### config.mk
export PLATFORM = sky130hd
export DESIGN_NAME = regfile_mp
export DESIGN_NICKNAME = d
export VERILOG_FILES = /design/src/rtl/regfile_pkg.sv /design/src/rtl/regfile_scoreboard.sv /design/src/rtl/regfile_mp.sv
export SDC_FILE = /design/constraint.sdc
export NUM_CORES = 2
export LEC_CHECK = 0
export ABC_AREA = 1
export BUFFER_PORTS_ARGS = -buffer_cell sky130_fd_sc_hd__buf_2
export CELL_PAD_IN_SITES_DETAIL_PLACEMENT = 1
export CELL_PAD_IN_SITES_GLOBAL_PLACEMENT = 2
export CORE_ASPECT_RATIO = 0.75
export CORE_MARGIN = 2
export CORE_UTILIZATION = 34
export CTS_CLUSTER_DIAMETER = 50
export DETAILED_ROUTE_END_ITERATION = 16
export MAX_ROUTING_LAYER = met4
export PLACE_DENSITY = 0.78
export SYNTH_ARGS = -nofsm -noshare
export SYNTH_HDL_FRONTEND = slang
export SYNTH_SLANG_ARGS = --single-unit
### constraint.sdc
create_clock -name clk_i -period 2.1 [get_ports clk_i]
set_input_delay 0.525 -clock clk_i [delete_from_list [all_inputs] [get_ports clk_i]]
set_output_delay 0.525 -clock clk_i [all_outputs]
set_load 0.05 [all_outputs]
### src/rtl/regfile_pkg.sv
// Shared sizing helpers and types for the multi-port register file.
package regfile_pkg;

    localparam int unsigned XLEN_DEF = 32;
    localparam int unsigned NREG_DEF = 32;

    function automatic int unsigned addr_width(input int unsigned nreg);
        return (nreg > 1) ? $clog2(nreg) : 1;
    endfunction

    localparam int unsigned AW_DEF = addr_width(NREG_DEF);

    typedef logic [AW_DEF-1:0] reg_addr_t;

endpackage

### src/rtl/regfile_scoreboard.sv
// Busy-bit scoreboard: reserve at issue, clear at writeback, flush on squash.
module regfile_scoreboard
    import regfile_pkg::*;
#(
    parameter  int unsigned NREG = NREG_DEF,
    parameter  int unsigned NWR  = 1,
    localparam int unsigned AW   = addr_width(NREG)
) (
    input  logic                     clk_i,
    input  logic                     rst_ni,
    input  logic [NWR-1:0]           wr_en_i,
    input  logic [NWR-1:0][AW-1:0]   wr_addr_i,
    input  logic [NWR-1:0]           wr_clr_i,
    input  logic                     rsv_en_i,
    input  logic [AW-1:0]            rsv_addr_i,
    input  logic                     flush_i,
    output logic [NREG-1:0]          busy_vec_o,
    output logic [NREG-1:0]          clr_hit_o
);

    logic [NREG-1:0] busy_q, busy_d;

    always_comb begin
        clr_hit_o = '0;
        for (int p = 0; p < NWR; p++) begin
            if (wr_en_i[p] && wr_clr_i[p]) begin
                clr_hit_o[wr_addr_i[p]] = 1'b1;
            end
        end
        clr_hit_o[0] = 1'b0;
    end

    // Applied lowest to highest priority: clear, then reserve, then flush.
    always_comb begin
        busy_d = busy_q & ~clr_hit_o;
        if (rsv_en_i) begin
            busy_d[rsv_addr_i] = 1'b1;
        end
        if (flush_i) begin
            busy_d = '0;
        end
        busy_d[0] = 1'b0;
    end

    always_ff @(posedge clk_i or negedge rst_ni) begin
        if (!rst_ni) begin
            busy_q <= '0;
        end else begin
            busy_q <= busy_d;
        end
    end

    assign busy_vec_o = busy_q;

endmodule

### src/rtl/regfile_mp.sv
// Multi-port integer register file with optional write bypass and busy scoreboard.
module regfile_mp
    import regfile_pkg::*;
#(
    parameter  int unsigned XLEN   = XLEN_DEF,
    parameter  int unsigned NREG   = NREG_DEF,
    parameter  int unsigned NRD    = 2,
    parameter  int unsigned NWR    = 1,
    parameter  int unsigned BYPASS = 1,
    localparam int unsigned AW     = addr_width(NREG)
) (
    input  logic                     clk_i,
    input  logic                     rst_ni,
    input  logic [NRD-1:0][AW-1:0]   rd_addr_i,
    output logic [NRD-1:0][XLEN-1:0] rd_data_o,
    output logic [NRD-1:0]           rd_busy_o,
    input  logic [NWR-1:0]           wr_en_i,
    input  logic [NWR-1:0][AW-1:0]   wr_addr_i,
    input  logic [NWR-1:0][XLEN-1:0] wr_data_i,
    input  logic [NWR-1:0]           wr_clr_i,
    input  logic                     rsv_en_i,
    input  logic [AW-1:0]            rsv_addr_i,
    input  logic                     flush_i,
    output logic [NREG-1:0]          busy_vec_o
);

    logic [XLEN-1:0] regs [NREG];
    logic [NREG-1:0] clr_hit;

    assign regs[0] = '0;

    for (genvar r = 1; r < NREG; r++) begin : g_reg
        logic [XLEN-1:0] reg_q, reg_d;

        // Later ports overwrite earlier ones, so the highest index wins.
        always_comb begin
            reg_d = reg_q;
            for (int p = 0; p < NWR; p++) begin
                if (wr_en_i[p] && (wr_addr_i[p] == AW'(r))) begin
                    reg_d = wr_data_i[p];
                end
            end
        end

        always_ff @(posedge clk_i or negedge rst_ni) begin
            if (!rst_ni) begin
                reg_q <= '0;
            end else begin
                reg_q <= reg_d;
            end
        end

        assign regs[r] = reg_q;
    end

    for (genvar i = 0; i < NRD; i++) begin : g_rd
        always_comb begin
            rd_data_o[i] = regs[rd_addr_i[i]];
            if (BYPASS != 0) begin
                for (int p = 0; p < NWR; p++) begin
                    if (wr_en_i[p] && (wr_addr_i[p] == rd_addr_i[i])) begin
                        rd_data_o[i] = wr_data_i[p];
                    end
                end
            end
            if (rd_addr_i[i] == '0) begin
                rd_data_o[i] = '0;
            end
        end

        always_comb begin
            rd_busy_o[i] = busy_vec_o[rd_addr_i[i]];
            if ((BYPASS != 0) && clr_hit[rd_addr_i[i]]) begin
                rd_busy_o[i] = 1'b0;
            end
            if (rd_addr_i[i] == '0) begin
                rd_busy_o[i] = 1'b0;
            end
        end
    end

    regfile_scoreboard #(
        .NREG (NREG),
        .NWR  (NWR)
    ) u_scoreboard (
        .clk_i      (clk_i),
        .rst_ni     (rst_ni),
        .wr_en_i    (wr_en_i),
        .wr_addr_i  (wr_addr_i),
        .wr_clr_i   (wr_clr_i),
        .rsv_en_i   (rsv_en_i),
        .rsv_addr_i (rsv_addr_i),
        .flush_i    (flush_i),
        .busy_vec_o (busy_vec_o),
        .clr_hit_o  (clr_hit)
    );

endmodule

; Word-level counts from Yosys, hierarchy flattened
; Cells that the tools add are included.
[word_totals]
register_bits = 1023
latch_bits = 0
ram_bits = 0
romBits = 0
memories = 0
[classes]
add_sub_neg = 0
mul = 0
div_mod_pow = 0
n_lt_le_gt_ge = 8
eq_ne = 33
shifts = 0
n_mux = 29
bitwise_logic = 5
reduce_logical = 38
[op_table]
columns = op, n
row1 = $mux 32, 11
row2 = $bmux 32 s5, 2
row3 = $eq 5x5->1 const B, 16
row4 = $eq 5x4->1 const B, 8
row5 = $logic_and 1x1->1, 36
row6 = $and 32x32->32, 1
row7 = $not 32->32, 1
row8 = $or 32x32->32, 1
row9 = $lt 5x6->1 const B, 4
row10 = $bmux 1 s5, 4
row11 = $eq 5x3->1 const B, 4
row12 = $ge 6x6->1 const B, 2
row13 = $not 5->6, 2
row14 = $demux 1 s5, 2
row15 = $eq 5x2->1 const B, 2
row16 = $eq 5x5->1, 2
row17 = $ge 5x1->1 const B, 2
row18 = $logic_not 5->1, 2
row19 = $mux 1, 10
row20 = $eq 5x1->1 const B, 1

; Depth between registers and ports, before layout
[depth]
word_depth = 10
ltp_mapped = 14
depth_no_buf = 13

; Hierarchy
; Synthesis repeated with hierarchy kept, for this count alone.
[hier_totals]
cells_unflattened = 8437
hier_area_um2 = 58337.2
[by_module_without_submodules]
columns = module, n_inst, cells_each, area_per_inst_um2
row1 = regfile_mp, 1, 8199, 56661.8
row2 = regfile_scoreboard, 1, 238, 1675.4

; Worst setup path after synthesis
; OpenSTA, ideal clock, no wires.
[synth_path]
kind = input-to-output
start = in rd_addr_i[1] (netlist bit)
end = out rd_data_o[13] (netlist bit)
arrival_ns = 2.345
required_ns = 1.575
path_slack_ns = -0.770
path_stages = 10
path_cell_list = buf_4 > inv_2 > nand2_2 > buf_4 > buf_2 > o211ai_1 > nand3_1 > nand3_1 > nand2_1 > a21oi_1
[synth_rtl]
columns = element, line_no
row1 = "start, declared", regfile_mp.sv:14  ; input logic [NRD-1:0][AW-1:0] rd_addr_i,
row2 = "end, declared", regfile_mp.sv:15  ; output logic [NRD-1:0][XLEN-1:0] rd_data_o,

==> results.py <==
metrics = {
    "final_layout": {
        "syn_to_final_growth_pct": 43.1,
        "nets": 8666,
        "fill_cells": 19500,
        "drive_gt1_share_pct": 26.9,
        "layout_commonest_cell": "nand2_1",
        "fin_cells": 11000,
        "layout_common_cells": "1919 x nand2_1, 1237 x o21ai_0, 1021 x dfrtp_1",
        "stdcell_area_sq_um": 81300,
    },
    "worst_setup_path": {
        "required_ps": 1570,
        "worstSetupEndpoint": "rd_data_o[12]",
        "crit_family": "compound AO/OA/AOI/OAI gates",
        "arrival_ps": 2500,
        "critPathKind": "reg2out",
        "critPathBufInv": 4,
        "startpoint_type": "flip-flop",
        "critPathSlowestCell": "dfrtp_1",
        "r2r_slack_ps": 1050,
        "crit_fanout": 2,
        "critPathMaxStageDelay_ps": 380,
        "crit_start": "g_reg[3].reg_q[12]",
        "worstRegToRegCells": 5,
        "crit_chain": "inv_2, buf_4, a21oi_2, o21ai_1, a21oi_1, o21a_1, nand2_2, nand2_2, nor2_2, nor2_4, buf_12, buf_12",
        "rr_endpoint": "g_reg[30].reg_q[18]",
        "cp-end-kind": "output port",
        "path_depth": 12,
        "r2r-start": "g_reg[30].reg_q[18]",
    },
    "synthesis": {
        "syn-num-nets": 7790,
        "syn_avg_cell_area_sq_um": 7.35,
        "synth_area_sq_um": 56900,
        "yosysUniqueCellTypes": 38,
        "yosysSeqAreaShare_pct": 45.0,
        "ys_ff_latch": 1023,
        "yosys_warnings": 0,
        "synthCells": 7732,
    },
    "grt": {
        "antenna_found_initial": 16,
        "grt_max_degree": 107,
        "grt_use_total_pct": 39.9,
        "grt-ovfl-total": 0,
        "grt_pass1_wl_mm": 483,
        "first_global_vias": 66000,
    },
    "placed_design": {
        "io_buffers": 154,
        "gp_congestion": 0.947,
        "placed_cell_area_sq_um": 69600,
        "post-place-ws_ps": -1370,
        "dp_cells": 10500,
        "detailed_place_hpwl_mm": 213,
    },
    "routing": {
        "drt_pass1_iterations": 6,
        "drc": 0,
        "wl_met2_mm": 144,
        "met3_length_mm": 38.4,
        "highest_layer": "met4",
        "via_count": 66600,
        "ant_nets": 0,
        "wirelength_mm": 342,
        "drt-met1-wl_mm": 138,
        "vias_per_cell": 6.08,
        "dr.first_iter.drc_count": 8478,
        "wl_per_cell_microns": 31.2,
    },
    "floorplan": {
        "die_h_microns": 358,
        "dieWidth_microns": 476,
        "floorplan.initialDensity_pct": 34.4,
        "die-area_sq_um": 171000,
        "design.core.area_sq_um": 165000,
        "row_count": 129,
        "num_io_pins": 156,
    },
    "clock_network": {
        "cts_buffers": 138,
        "cts_max_level": 4,
        "cts_buffer_depth": 3,
        "clkSinkCount": 1023,
        "clock-root-buffer": "clkbuf_16",
        "clk_latency_ps": 790,
        "cts_tree": "done",
        "clk_pin_slew_ps": 70,
    },
    "sta": {
        "setup_violations": 66,
        "worst_slew_margin_rel_pct": 43.2,
        "post-route-period-util_pct": 144,
        "worst_pin_slew_ps": 852,
        "setup_tns_ps": -52600,
        "holdWs_ps": 81.3,
        "setup_ws_ps": -920,
        "rsz0062_at_grt": "true",
        "layout_min_cycle_time_ps": 3020,
        "fmax_mhz": 331,
        "slew_violations": 0,
        "finClkSkew_ps": 0,
        "hold_viol": 0,
    },
    "job": {
        "cap_violations": 0,
    },
    "power_and_ir_drop": {
        "irDropWorstVdd_mv": 0.535,
        "power_density_nw_per_um2": 865,
        "p_leak_nw": 36.9,
    },
    "status": {
        "run_status": "finished, violations left",
        "violations": "negative setup slack",
    },
    "hold_path": {
        "hold_class": "in2reg",
    },
}
-- tightest hold or removal path, cell delays in order --
cell and delay [ps]:
buf_2 160, nand2_1 80, o21ai_0 70
-- layer usage --
metal,track usage (%),vias up
met2,57.5,4001
met3,9.16,1119
li1,-,28000
met4,19.9,0
met1,52.3,33500
met5,-,-
-- state kept, by name, summed over array words and instances, names as in the netlist --
register                 cells
u_scoreboard.busy_vec_o     31
g.reg_q                    992
-- through the flow --
stage / total power [mW] / utilization, %
after floorplan: 33.9 / -
after global placement: 41.2 / 42.1
after detailed placement: 41.9 / 42.1
after CTS: 69.1 / 47.9
after global routing: 73.1 / 49.2
final: 70.4 / 49.2
-- where the power goes --
| group | switching [mW] | internal (mW) | total (mW) |
|---|---|---|---|
| combinational | 10.9 | 7.55 | 18.5 |
| clock | 10.2 | 15.7 | 25.8 |
| sequential | 2.62 | 23.4 | 26.1 |
| total | 23.7 | 46.6 | 70.4 |
-- timing repair --
action / 4_1_cts / 5_1_grt
pin swaps: 276 / 279
cloned: 40 / 20
buffers inserted: 118 / 51
setup endpoints to repair: 66 / 67
endpoints found under the hold margin: 202 / 0
hold buffers: 1 / 0
resized for setup: 720 / 396
-- how the worst min path moves through the flow --
| stage | end | slack (ps) | start | cells after the start |
|---|---|---|---|---|
| 3_5_place_dp | g_reg[11].reg_q[13] | 470 | g_reg[11].reg_q[13] | 2 |
| 5_1_grt | g_reg[21].reg_q[23] | 110 | wr_data_i[23] | 3 |
| 3_3_place_gp | g_reg[11].reg_q[4] | 470 | g_reg[11].reg_q[4] | 2 |
| 2_1_floorplan | g_reg[10].reg_q[0] | 230 | rst_ni | 0 |
| 6_report | g_reg[21].reg_q[23] | 80 | wr_data_i[23] | 3 |
| 4_1_cts | g_reg[21].reg_q[23] | 40 | wr_data_i[23] | 3 |
-- cell type report --
type                    instances  area (sq um)  share of cell area [%]
clock buffers                 192          4030                    4.95
diodes                         12          30.0                  0.0369
inverters                     484          1960                    2.41
clock inverters                59           847                    1.04
repair buffers               1440         16600                    20.4
well taps                    2227          2790                    3.43
multi-input cells            5521         29500                    36.3
flip-flops and latches       1023         25600                    31.5
-- synth_stat cells (all sizes together) --
cell | n | area [sq um]
a211o | 1 | 8.76
a211oi | 5 | 37.5
a21oi | 550 | 2750
a22oi | 34 | 255
buf | 382 | 2000
clkbuf | 322 | 1210
conb | 1 | 3.75
dfrtp | 1023 | 25600
inv | 484 | 1820
nand2 | 2070 | 7790
nand3 | 544 | 2730
nand3b | 1 | 7.51
nand4 | 77 | 482
nor2 | 285 | 1160
nor3 | 19 | 105
o2111ai | 9 | 78.8
o211a | 2 | 20.0
o211ai | 398 | 2990
o21a | 16 | 120
o21ai | 1457 | 7290
o221ai | 27 | 236
o22a | 1 | 8.76
o22ai | 20 | 125
or2 | 3 | 18.8
xor2 | 1 | 8.76
-- logic make-up (layout without fill, tap and decap cells) --
kind of cell / after synthesis / after routing / share of synthesized area (%)
xor+xnor: 1 / 1 / 0.0154
buf+inv: 1188 / 2175 / 8.86
simple gates: 2999 / 2999 / 21.6
flops: 1023 / 1023 / 45.0
other cells: 1 / 13 / 0.00660
compound gates: 2520 / 2520 / 24.5
Note: power is estimated with default switching activity, not from simulation.
